==> src/rtl/load_store_unit.sv <==
// Load/store unit: turns RV32I load/store requests into single-word memory bus accesses.
// Optional macro RISKY_LSU_MISALIGN_TRAP_EN: misaligned H/W accesses complete with rsp_err instead of touching memory.
module load_store_unit #(
  parameter int XLEN = 32
) (
  input  logic            clk,
  input  logic            resetn,
  input  logic            req_valid,
  output logic            req_ready,
  input  logic            req_we,
  input  logic [2:0]      req_funct3,
  input  logic [XLEN-1:0] req_addr,
  input  logic [XLEN-1:0] req_wdata,
  output logic            rsp_valid,
  output logic [XLEN-1:0] rsp_rdata,
  output logic            rsp_err,
  output logic [XLEN-1:0] mem_addr,
  output logic            mem_rstrb,
  input  logic [XLEN-1:0] mem_rdata,
  output logic [XLEN-1:0] mem_wdata,
  output logic [3:0]      mem_wmask
);

  typedef enum logic [2:0] {
    IDLE  = 3'd0,
    LOAD  = 3'd1,
    WAIT  = 3'd2,
    STORE = 3'd3,
    RESP  = 3'd4
  } state_e;

  state_e          state_q, state_d;
  logic            we_q, we_d;
  logic [2:0]      funct3_q, funct3_d;
  logic [XLEN-1:0] addr_q, addr_d;
  logic [XLEN-1:0] wdata_q, wdata_d;
  logic [XLEN-1:0] rdata_q, rdata_d;
  logic [XLEN-1:0] load_ext;
  logic [4:0]      byte_off;
  logic [4:0]      half_off;
  logic [7:0]      load_byte;
  logic [15:0]     load_half;

`ifdef RISKY_LSU_MISALIGN_TRAP_EN
  logic err_q, err_d;

  // funct3[1:0] alone selects the size, so 110/111 count as word accesses too.
  function automatic logic is_misaligned(input logic [2:0] f3, input logic [1:0] a);
    return ((f3[1:0] == 2'b01) && a[0]) || (f3[1] && (a != 2'b00));
  endfunction
`endif

  // State and latched request fields.
  // NOTE: sequential state uses non-blocking assignments only, so every register
  // samples the pre-edge value of every other register.
  always_ff @(posedge clk or negedge resetn) begin
    if (!resetn) begin
      state_q  <= IDLE;
      we_q     <= 1'b0;
      funct3_q <= 3'b000;
      addr_q   <= '0;
      wdata_q  <= '0;
      rdata_q  <= '0;
`ifdef RISKY_LSU_MISALIGN_TRAP_EN
      err_q    <= 1'b0;
`endif
    end else begin
      state_q  <= state_d;
      we_q     <= we_d;
      funct3_q <= funct3_d;
      addr_q   <= addr_d;
      wdata_q  <= wdata_d;
      rdata_q  <= rdata_d;
`ifdef RISKY_LSU_MISALIGN_TRAP_EN
      err_q    <= err_d;
`endif
    end
  end

  // Lane extraction of the returned word; low address bits beyond the access size are ignored.
  assign byte_off  = {addr_q[1:0], 3'b000};
  assign half_off  = {addr_q[1], 4'b0000};
  assign load_byte = mem_rdata[byte_off +: 8];
  assign load_half = mem_rdata[half_off +: 16];

  always_comb begin
    // NOTE: default first so every path assigns load_ext and no latch is inferred.
    load_ext = mem_rdata;
    unique case (funct3_q[1:0])
      2'b00:   load_ext = {{(XLEN-8){~funct3_q[2] & load_byte[7]}}, load_byte};
      2'b01:   load_ext = {{(XLEN-16){~funct3_q[2] & load_half[15]}}, load_half};
      default: load_ext = mem_rdata;
    endcase
  end

  // Next-state logic.
  always_comb begin
    state_d  = state_q;
    we_d     = we_q;
    funct3_d = funct3_q;
    addr_d   = addr_q;
    wdata_d  = wdata_q;
    rdata_d  = rdata_q;
`ifdef RISKY_LSU_MISALIGN_TRAP_EN
    err_d    = err_q;
`endif
    unique case (state_q)
      IDLE: begin
        if (req_valid) begin
          we_d     = req_we;
          funct3_d = req_funct3;
          addr_d   = req_addr;
          wdata_d  = req_wdata;
          rdata_d  = '0;
          state_d  = req_we ? STORE : LOAD;
`ifdef RISKY_LSU_MISALIGN_TRAP_EN
          err_d    = is_misaligned(req_funct3, req_addr[1:0]);
          if (err_d) state_d = RESP;
`endif
        end
      end
      LOAD:  state_d = WAIT;
      WAIT: begin
        rdata_d = load_ext;
        state_d = RESP;
      end
      STORE: state_d = RESP;
      RESP:  state_d = IDLE;
      default: state_d = IDLE;
    endcase
  end

  // Outputs depend only on registered state, so reset clears them asynchronously.
  always_comb begin
    req_ready = (state_q == IDLE);
    rsp_valid = (state_q == RESP);
    rsp_rdata = (state_q == RESP) ? rdata_q : '0;
    mem_addr  = ((state_q == LOAD) || (state_q == STORE)) ? addr_q : '0;
    mem_rstrb = (state_q == LOAD);
    mem_wmask = 4'b0000;
    mem_wdata = '0;
    if (state_q == STORE) begin
      unique case (funct3_q[1:0])
        2'b00: begin
          mem_wmask = 4'b0001 << addr_q[1:0];
          mem_wdata = {4{wdata_q[7:0]}};
        end
        2'b01: begin
          mem_wmask = 4'b0011 << {addr_q[1], 1'b0};
          mem_wdata = {2{wdata_q[15:0]}};
        end
        default: begin
          mem_wmask = 4'b1111;
          mem_wdata = wdata_q;
        end
      endcase
    end
  end

`ifdef RISKY_LSU_MISALIGN_TRAP_EN
  assign rsp_err = (state_q == RESP) & err_q;
`else
  assign rsp_err = 1'b0;
`endif

  // Store direction is carried by the state encoding; we_q is kept for the latched request record.
  logic unused_we;
  assign unused_we = we_q;

endmodule

==> config.mk <==
export PLATFORM = sky130hd
export DESIGN_NAME = load_store_unit
export DESIGN_NICKNAME = d
export VERILOG_FILES = /design/src/rtl/load_store_unit.sv
export SDC_FILE = /design/constraint.sdc
export NUM_CORES = 1
export LEC_CHECK = 0
export CAP_MARGIN = 20
export CORE_MARGIN = 4
export CORE_UTILIZATION = 41
export CTS_BUF_LIST = sky130_fd_sc_hd__clkbuf_16
export CTS_CLUSTER_DIAMETER = 60
export DETAILED_ROUTE_END_ITERATION = 8
export GPL_ROUTABILITY_DRIVEN = 0
export GPL_TIMING_DRIVEN = 0
export PLACE_DENSITY = 0.83
export SYNTH_ARGS = -nofsm -noshare
export SYNTH_HDL_FRONTEND = slang
export SYNTH_SLANG_ARGS = --single-unit
==> constraint.sdc <==
create_clock -name clk -period 2.15 [get_ports clk]
set_clock_uncertainty 0.15 [all_clocks]
set_input_delay 0.5375 -clock clk [delete_from_list [all_inputs] [get_ports clk]]
set_output_delay 0.5375 -clock clk [all_outputs]
set_load 0.005 [all_outputs]
==> results.ini, run 1 <==
[clock_tree]
h-tree-depth=3
cts_tree=built
cts_sinks=102
cts_buffer_depth=2
clock-root-buffer=clkbuf_16
cts_buffers=9
clock_latency_ns=0.36
path_clk_slew_ns=0.07

[route]
dr.pass1.iters=5
vias_per_cell=5.70
ant_nets=0
wl_mm=23.6
via_count=5973
drcViolationCount=0
drt_iter0_drc=650
drt-wirelength-per-cell_um=22.6

[die]
initial_core_util_pct=42.4
die_x_um=126
ios=207
num_rows=42
dieArea_mm2=0.0158
die_y_um=126
core_area_mm2=0.0134

[setup_path]
critPathMaxStageDelay_ns=0.40
r2r-end=wdata_q[13]
r2r_start=state_q[2]
path_class=reg -> out
crit_required_ns=1.46
path_common_cell=buf_6
worst_setup_path_start_kind=flop
cp_slowest_cell=dfrtp_1
r2r_setup_slack_ns=-0.28
crit_path_max_fanout=8
path_cells=buf_6 > buf_8 > nor2_4 > buf_6 > buf_6 > nand2_2 > a21oi_2 > buf_2
cp-end-kind=output port
arrival_ns=1.79
r2r_cells=9

[logic_synthesis]
syn_nets=661
avgSynthCellArea_um2=10.2
synth_top_area_share_pct=44.9
ys_ff_latch=102
synthArstFlopShare_pct=100
yosysSeqAreaShare_pct=44.9
synth_area_leader_cell=dfrtp_1
synth.distinct_cells=38
synth_cells=558
yosysWarnings=0
yosys-top-cells-area=dfrtp_1, mux2_2, and2_1, nand2_1, o211ai_1
synth_most_common_cell=dfrtp_1
synth_flop_cell=dfrtp_1
synth_edf_count=0
synth_common_cells=dfrtp_1, mux2_2, and2_1
syn-cell-area_mm2=0.00568

[power]
finalPower_w=0.0143
p_per_area_mw_per_mm2=1380
vdd_ir_drop_max_uv=772
leakagePower_nw=4.73

[timing]
setup_viol=173
worst_slew_pin_slew_ns=0.631
drv_slew=0
fin_ws_ns=-0.329
hold_viol=0
rsz0062_at_grt=true
slew-limit-headroom_pct=57.9
min_period_over_period_pct=115
min_period_ns=2.48
fmax_mhz=403

[flow_run]
max-cap-violations=0

[grt]
grt_max_degree=60
antenna_found_initial=0
grt.total_usage_pct=27.3
grt_pass1_wl_mm=34.1
grt_overflow_total=0
first_global_vias=6188

[place]
placed_cell_area_mm2=0.00798
pre_cts_slack_ns=-0.909
place_hpwl_mm=13.9
io_buffers=205

[outcome]
status=finished with violations
violations=setup timing

[hold_path]
hold_class=in -> async

[final_layout]
nNetsFinal=969
antenna_cells=0
area_growth_syn_to_layout_pct=83.3
postLayoutCellArea_mm2=0.0104
drive_above_1_share_pct=54.0

[area by class of cell]
type	instances	area (um^2)
Sequential cell	102	2560
Inverter	13	51.3
Tap cell	176	220
Buffer	36	444
Clock buffer	9	225
Clock inverter	7	80.1
Timing Repair Buffer	305	3210
Fill cell	766	2980
Multi-Input combinational cell	399	3630
[cells by family (layout without fill, tap and decap cells)]
logic type	after synthesis	count (layout)	synth area share [%]
mux	98	98	20.1
other cells	1	1	0.0660
simple gates	194	197	18.6
compound gates	103	103	11.5
buf+inv	60	370	4.78
flops	102	102	44.9
[worst max-delay path by stage]
stage	startpoint	end	slack (ns)
3_3_place_gp	resetn	wdata_q[19]	-3.39
2_1_floorplan	req_valid	wdata_q[18]	0.007
4_1_cts	funct3_q[0]	mem_wdata[12]	-0.23
6_report	funct3_q[0]	mem_wdata[9]	-0.33
3_5_place_dp	state_q[1]	mem_wdata[29]	-0.91
5_1_grt	funct3_q[0]	mem_wdata[12]	-0.38
[flip-flops by register name (all words and copies together) (netlist names)]
name / count
addr_q: 32
funct3_q: 3
rdata_q: 32
state_q: 3
wdata_q: 32
[layout by cell type (no fill, tap or decap), types with 5 or more instances in the layout]
cell type and instances:
a21oi_2 9, and2_1 8, clkdlybuf4s50_1 100, nand2_2 11, mux2_4 42, clkbuf_2 5, o21ai_0 28, clkbuf_16 14
a21oi_1 9, inv_1 13, buf_12 8, mux2i_1 13, nor3_1 7, dfrtp_1 98, mux4_2 5, buf_8 18
and3_4 7, clkbuf_1 5, buf_16 7, a31oi_1 7, nor2b_1 8, buf_4 30, buf_2 33, nor2_4 12
o211ai_1 20, a21oi_4 10, nor2_1 6, a221o_1 5, mux2_2 38, nand2_1 41, and2_4 62, and3b_1 8
buf_6 125
[where the power goes]
| part | switching, W | leakage, nW | total (W) | internal [W] |
|---|---|---|---|---|
| Clock | 0.000748 | 0.153 | 0.00175 | 0.00100 |
| Sequential | 0.000812 | 1.24 | 0.00368 | 0.00287 |
| Combinational | 0.00380 | 3.34 | 0.00890 | 0.00511 |
| Total | 0.00536 | 4.73 | 0.0143 | 0.00898 |
[critical path: cells and delay by family, from the launching register on]
family	cells	cell delay, ns
buffers and inverters	5	0.64
AO/OA/AOI/OAI	1	0.14
AND/OR/NAND/NOR	2	0.25
flip-flops	1	0.40
[timing repair]
action,in CTS,in global routing
gates cloned,18,0
hold buffers,0,0
resized for setup,676,191
setup endpoints to repair,175,197
setup buffers,62,29
pin swaps,74,29
[metrics by stage]
stage	utilization [%]	setup TNS (ns)	instances	hold slack (ns)
2_1_floorplan	-	0	558	0.0919
3_3_place_gp	59.4	-452.86	939	0.331
3_5_place_dp	59.6	-111.23	940	0.338
4_1_cts	72.1	-22.94	1029	0.0540
5_1_grt	77.7	-40.03	1047	0.0811
6_report	77.7	-32.10	1047	0.0413
[per-layer routing]
metal | track usage, % | up-vias | part of all wire [%]
met2 | 45.8 | 393 | 49
met3 | 7.32 | 95 | 8.6
met4 | 12.3 | 0 | 5.0
li1 | - | 2566 | -
met5 | 0 | - | 0
met1 | 33.0 | 2919 | 38
Power figures use the tool's default switching activity.
==> run 2, diff against run 1 <==
--- a/config.mk
+++ b/config.mk
@@ -6,6 +6,7 @@
 export NUM_CORES = 1
 export LEC_CHECK = 0
 export CAP_MARGIN = 20
+export CORE_ASPECT_RATIO = 1.5
 export CORE_MARGIN = 4
 export CORE_UTILIZATION = 41
 export CTS_BUF_LIST = sky130_fd_sc_hd__clkbuf_16
==> run 2 against run 1 <==
The run still ends with setup timing left; sequential power decreased by 2%; critical path depth down 2; critical path type unchanged; sequential share of layout area rose by 1.4 points; final area shrank 5.3%; highest routed layer unchanged; first-iteration DRC count down 58%; wire length fell by 6.9%; sequential cell count did not move; die area is 0.25% higher; worst hold slack worse by 0.0024 ns; fmax rose by 2.2%; largest cell class unchanged; setup slack improved by 0.054 ns; total power decreased by 8.7%.
==> results.ini, run 2 (synthesized netlist as in run 1, its figures left out) <==
[outcome]
status=finished with violations
violations=setup timing

[final_layout]
fillerInstances=897
antenna_cells=0
layout.cells.most_common=buf_6
area_growth_syn_to_layout_pct=73.7
drive_above_1_share_pct=52.4
reg_top3=addr_q: 32 flops, rdata_q: 32 flops, wdata_q: 32 flops
nNetsFinal=959
layout_common_cells=buf_6, clkdlybuf4s50_1, dfrtp_1, mux2_2, and2_4
postLayoutCellArea_mm2=0.00987

[setup_path]
r2r_cells=7
worst-path-stages=6
path_class=reg -> out
crit_required_ns=1.46
critPathTopFamily=buffers and inverters
path_cells=nor3b_4 > buf_6 > buf_8 > buf_6 > and2_4 > buf_6
cp_slowest_cell=dfrtp_2
timing.critical_path.buf_inv=4
crit_path_max_fanout=8
worst_setup_path_start_kind=flop
cp-end-kind=output port
path_common_cell=buf_6
critPathMaxStageDelay_ns=0.46
arrival_ns=1.74

[timing]
drv_slew=0
slew-limit-headroom_pct=60.9
rsz0062_at_grt=true
setup_viol=110
min_period_ns=2.42
worst_slew_pin_slew_ns=0.587
fin_ws_ns=-0.275
min_period_over_period_pct=113
hold_viol=0
fmax_mhz=412

[place]
io_buffers=205
placed_cell_area_mm2=0.00796
place_hpwl_mm=14.2

[grt]
grt_max_degree=61
first_global_vias=6270
grt.total_usage_pct=26.3
grt_overflow_total=0
grt_pass1_wl_mm=33.0
antenna_found_initial=0

[die]
core_area_mm2=0.0135
die_x_um=104
num_rows=52
dieArea_mm2=0.0158
ios=207
die_y_um=152
initial_core_util_pct=42.0

[power]
finalPower_w=0.0131
p_per_area_mw_per_mm2=1330
leakagePower_nw=4.45
vdd_ir_drop_max_uv=723

[route]
drt-wirelength-per-cell_um=21.6
vias_per_cell=5.67
routed.top_layer=met4
drcViolationCount=0
wl_mm=22.0
dr_wl_met3_mm=1.52
ant_nets=0
met1Wirelength_mm=7.22
via_count=5788
dr.pass1.iters=6
wl_met2_mm=12.0
drt_iter0_drc=274

[clock_tree]
clock-root-buffer=clkbuf_16
cts_sinks=102
clock_latency_ns=0.34
cts_buffer_depth=2
cts_tree=built
h-tree-depth=3
path_clk_slew_ns=0.07
cts_buffers=9

[flow_run]
max-cap-violations=0

[hold_path]
hold_class=in -> async

run 2: changes by cell type in the layout (fill, tap and decap cells not counted), moves of 3 or more:
cell and change:
mux2_2 +38, mux2_4 -38, buf_6 -10, buf_4 +7
a21oi_4 -6, buf_16 -5, and2_1 +4, and2_4 -4
a21oi_1 +3, a21oi_2 +3, buf_12 -3, buf_8 -3
clkbuf_8 +3
run 2: area by class of cell:
class                           instances  area (um^2)  share of cell area [%]
Sequential cell                       102         2560                    25.9
Buffer                                 35          384                    3.89
Clock inverter                          5         76.3                   0.773
Clock buffer                            9          225                    2.28
Multi-Input combinational cell        398         3360                    34.1
Timing Repair Buffer                  297         3000                    30.4
Inverter                               13         56.3                   0.570
Tap cell                              162          203                    2.05
run 2: final timing paths:
| kind | start | endpoint | slack, ns |
|---|---|---|---|
| max | state_q[2] | rsp_rdata[8] | -0.27 |
| min | resetn | wdata_q[1] | 0.04 |
| max reg2reg | state_q[2] | addr_q[2] | -0.06 |
| min reg2reg | addr_q[4] | addr_q[4] | 0.35 |
| max in group asynchronous | resetn | state_q[0] | 1.08 |
| min in group clk | addr_q[4] | addr_q[4] | 0.35 |
run 2: power by group:
group          switching [W]  internal (W)
sequential          0.000725       0.00287
clock               0.000709       0.00100
combinational        0.00339       0.00440
run 2: metrics by stage:
stage | hold slack (ns) | util (%) | TNS [ns] | setup WS (ns) | std cells
floorplan | 0.0919 | - | 0 | 0.00705 | 558
global placement | 0.333 | 58.7 | -457.88 | -3.44 | 925
detailed placement | 0.337 | 58.8 | -112.56 | -0.918 | 926
CTS | 0.0572 | 69.4 | -15.83 | -0.233 | 1008
global route | 0.0762 | 72.9 | -25.72 | -0.308 | 1021
finish | 0.0389 | 72.9 | -18.79 | -0.275 | 1021
run 2: what timing repair did:
| action | in CTS | in global routing |
|---|---|---|
| buffers inserted | 64 | 15 |
| hold buffers | 0 | 0 |
| setup endpoints to repair | 175 | 171 |
| gates resized for setup | 679 | 97 |
| gates cloned | 10 | 5 |
| pin swaps | 72 | 30 |
run 2: layer usage:
metal | track usage (%) | vias to the layer above
met4 | 15.6 | 0
li1 | - | 2539
met1 | 26.6 | 2838
met5 | 0 | -
met2 | 48.2 | 318
met3 | 6.40 | 93
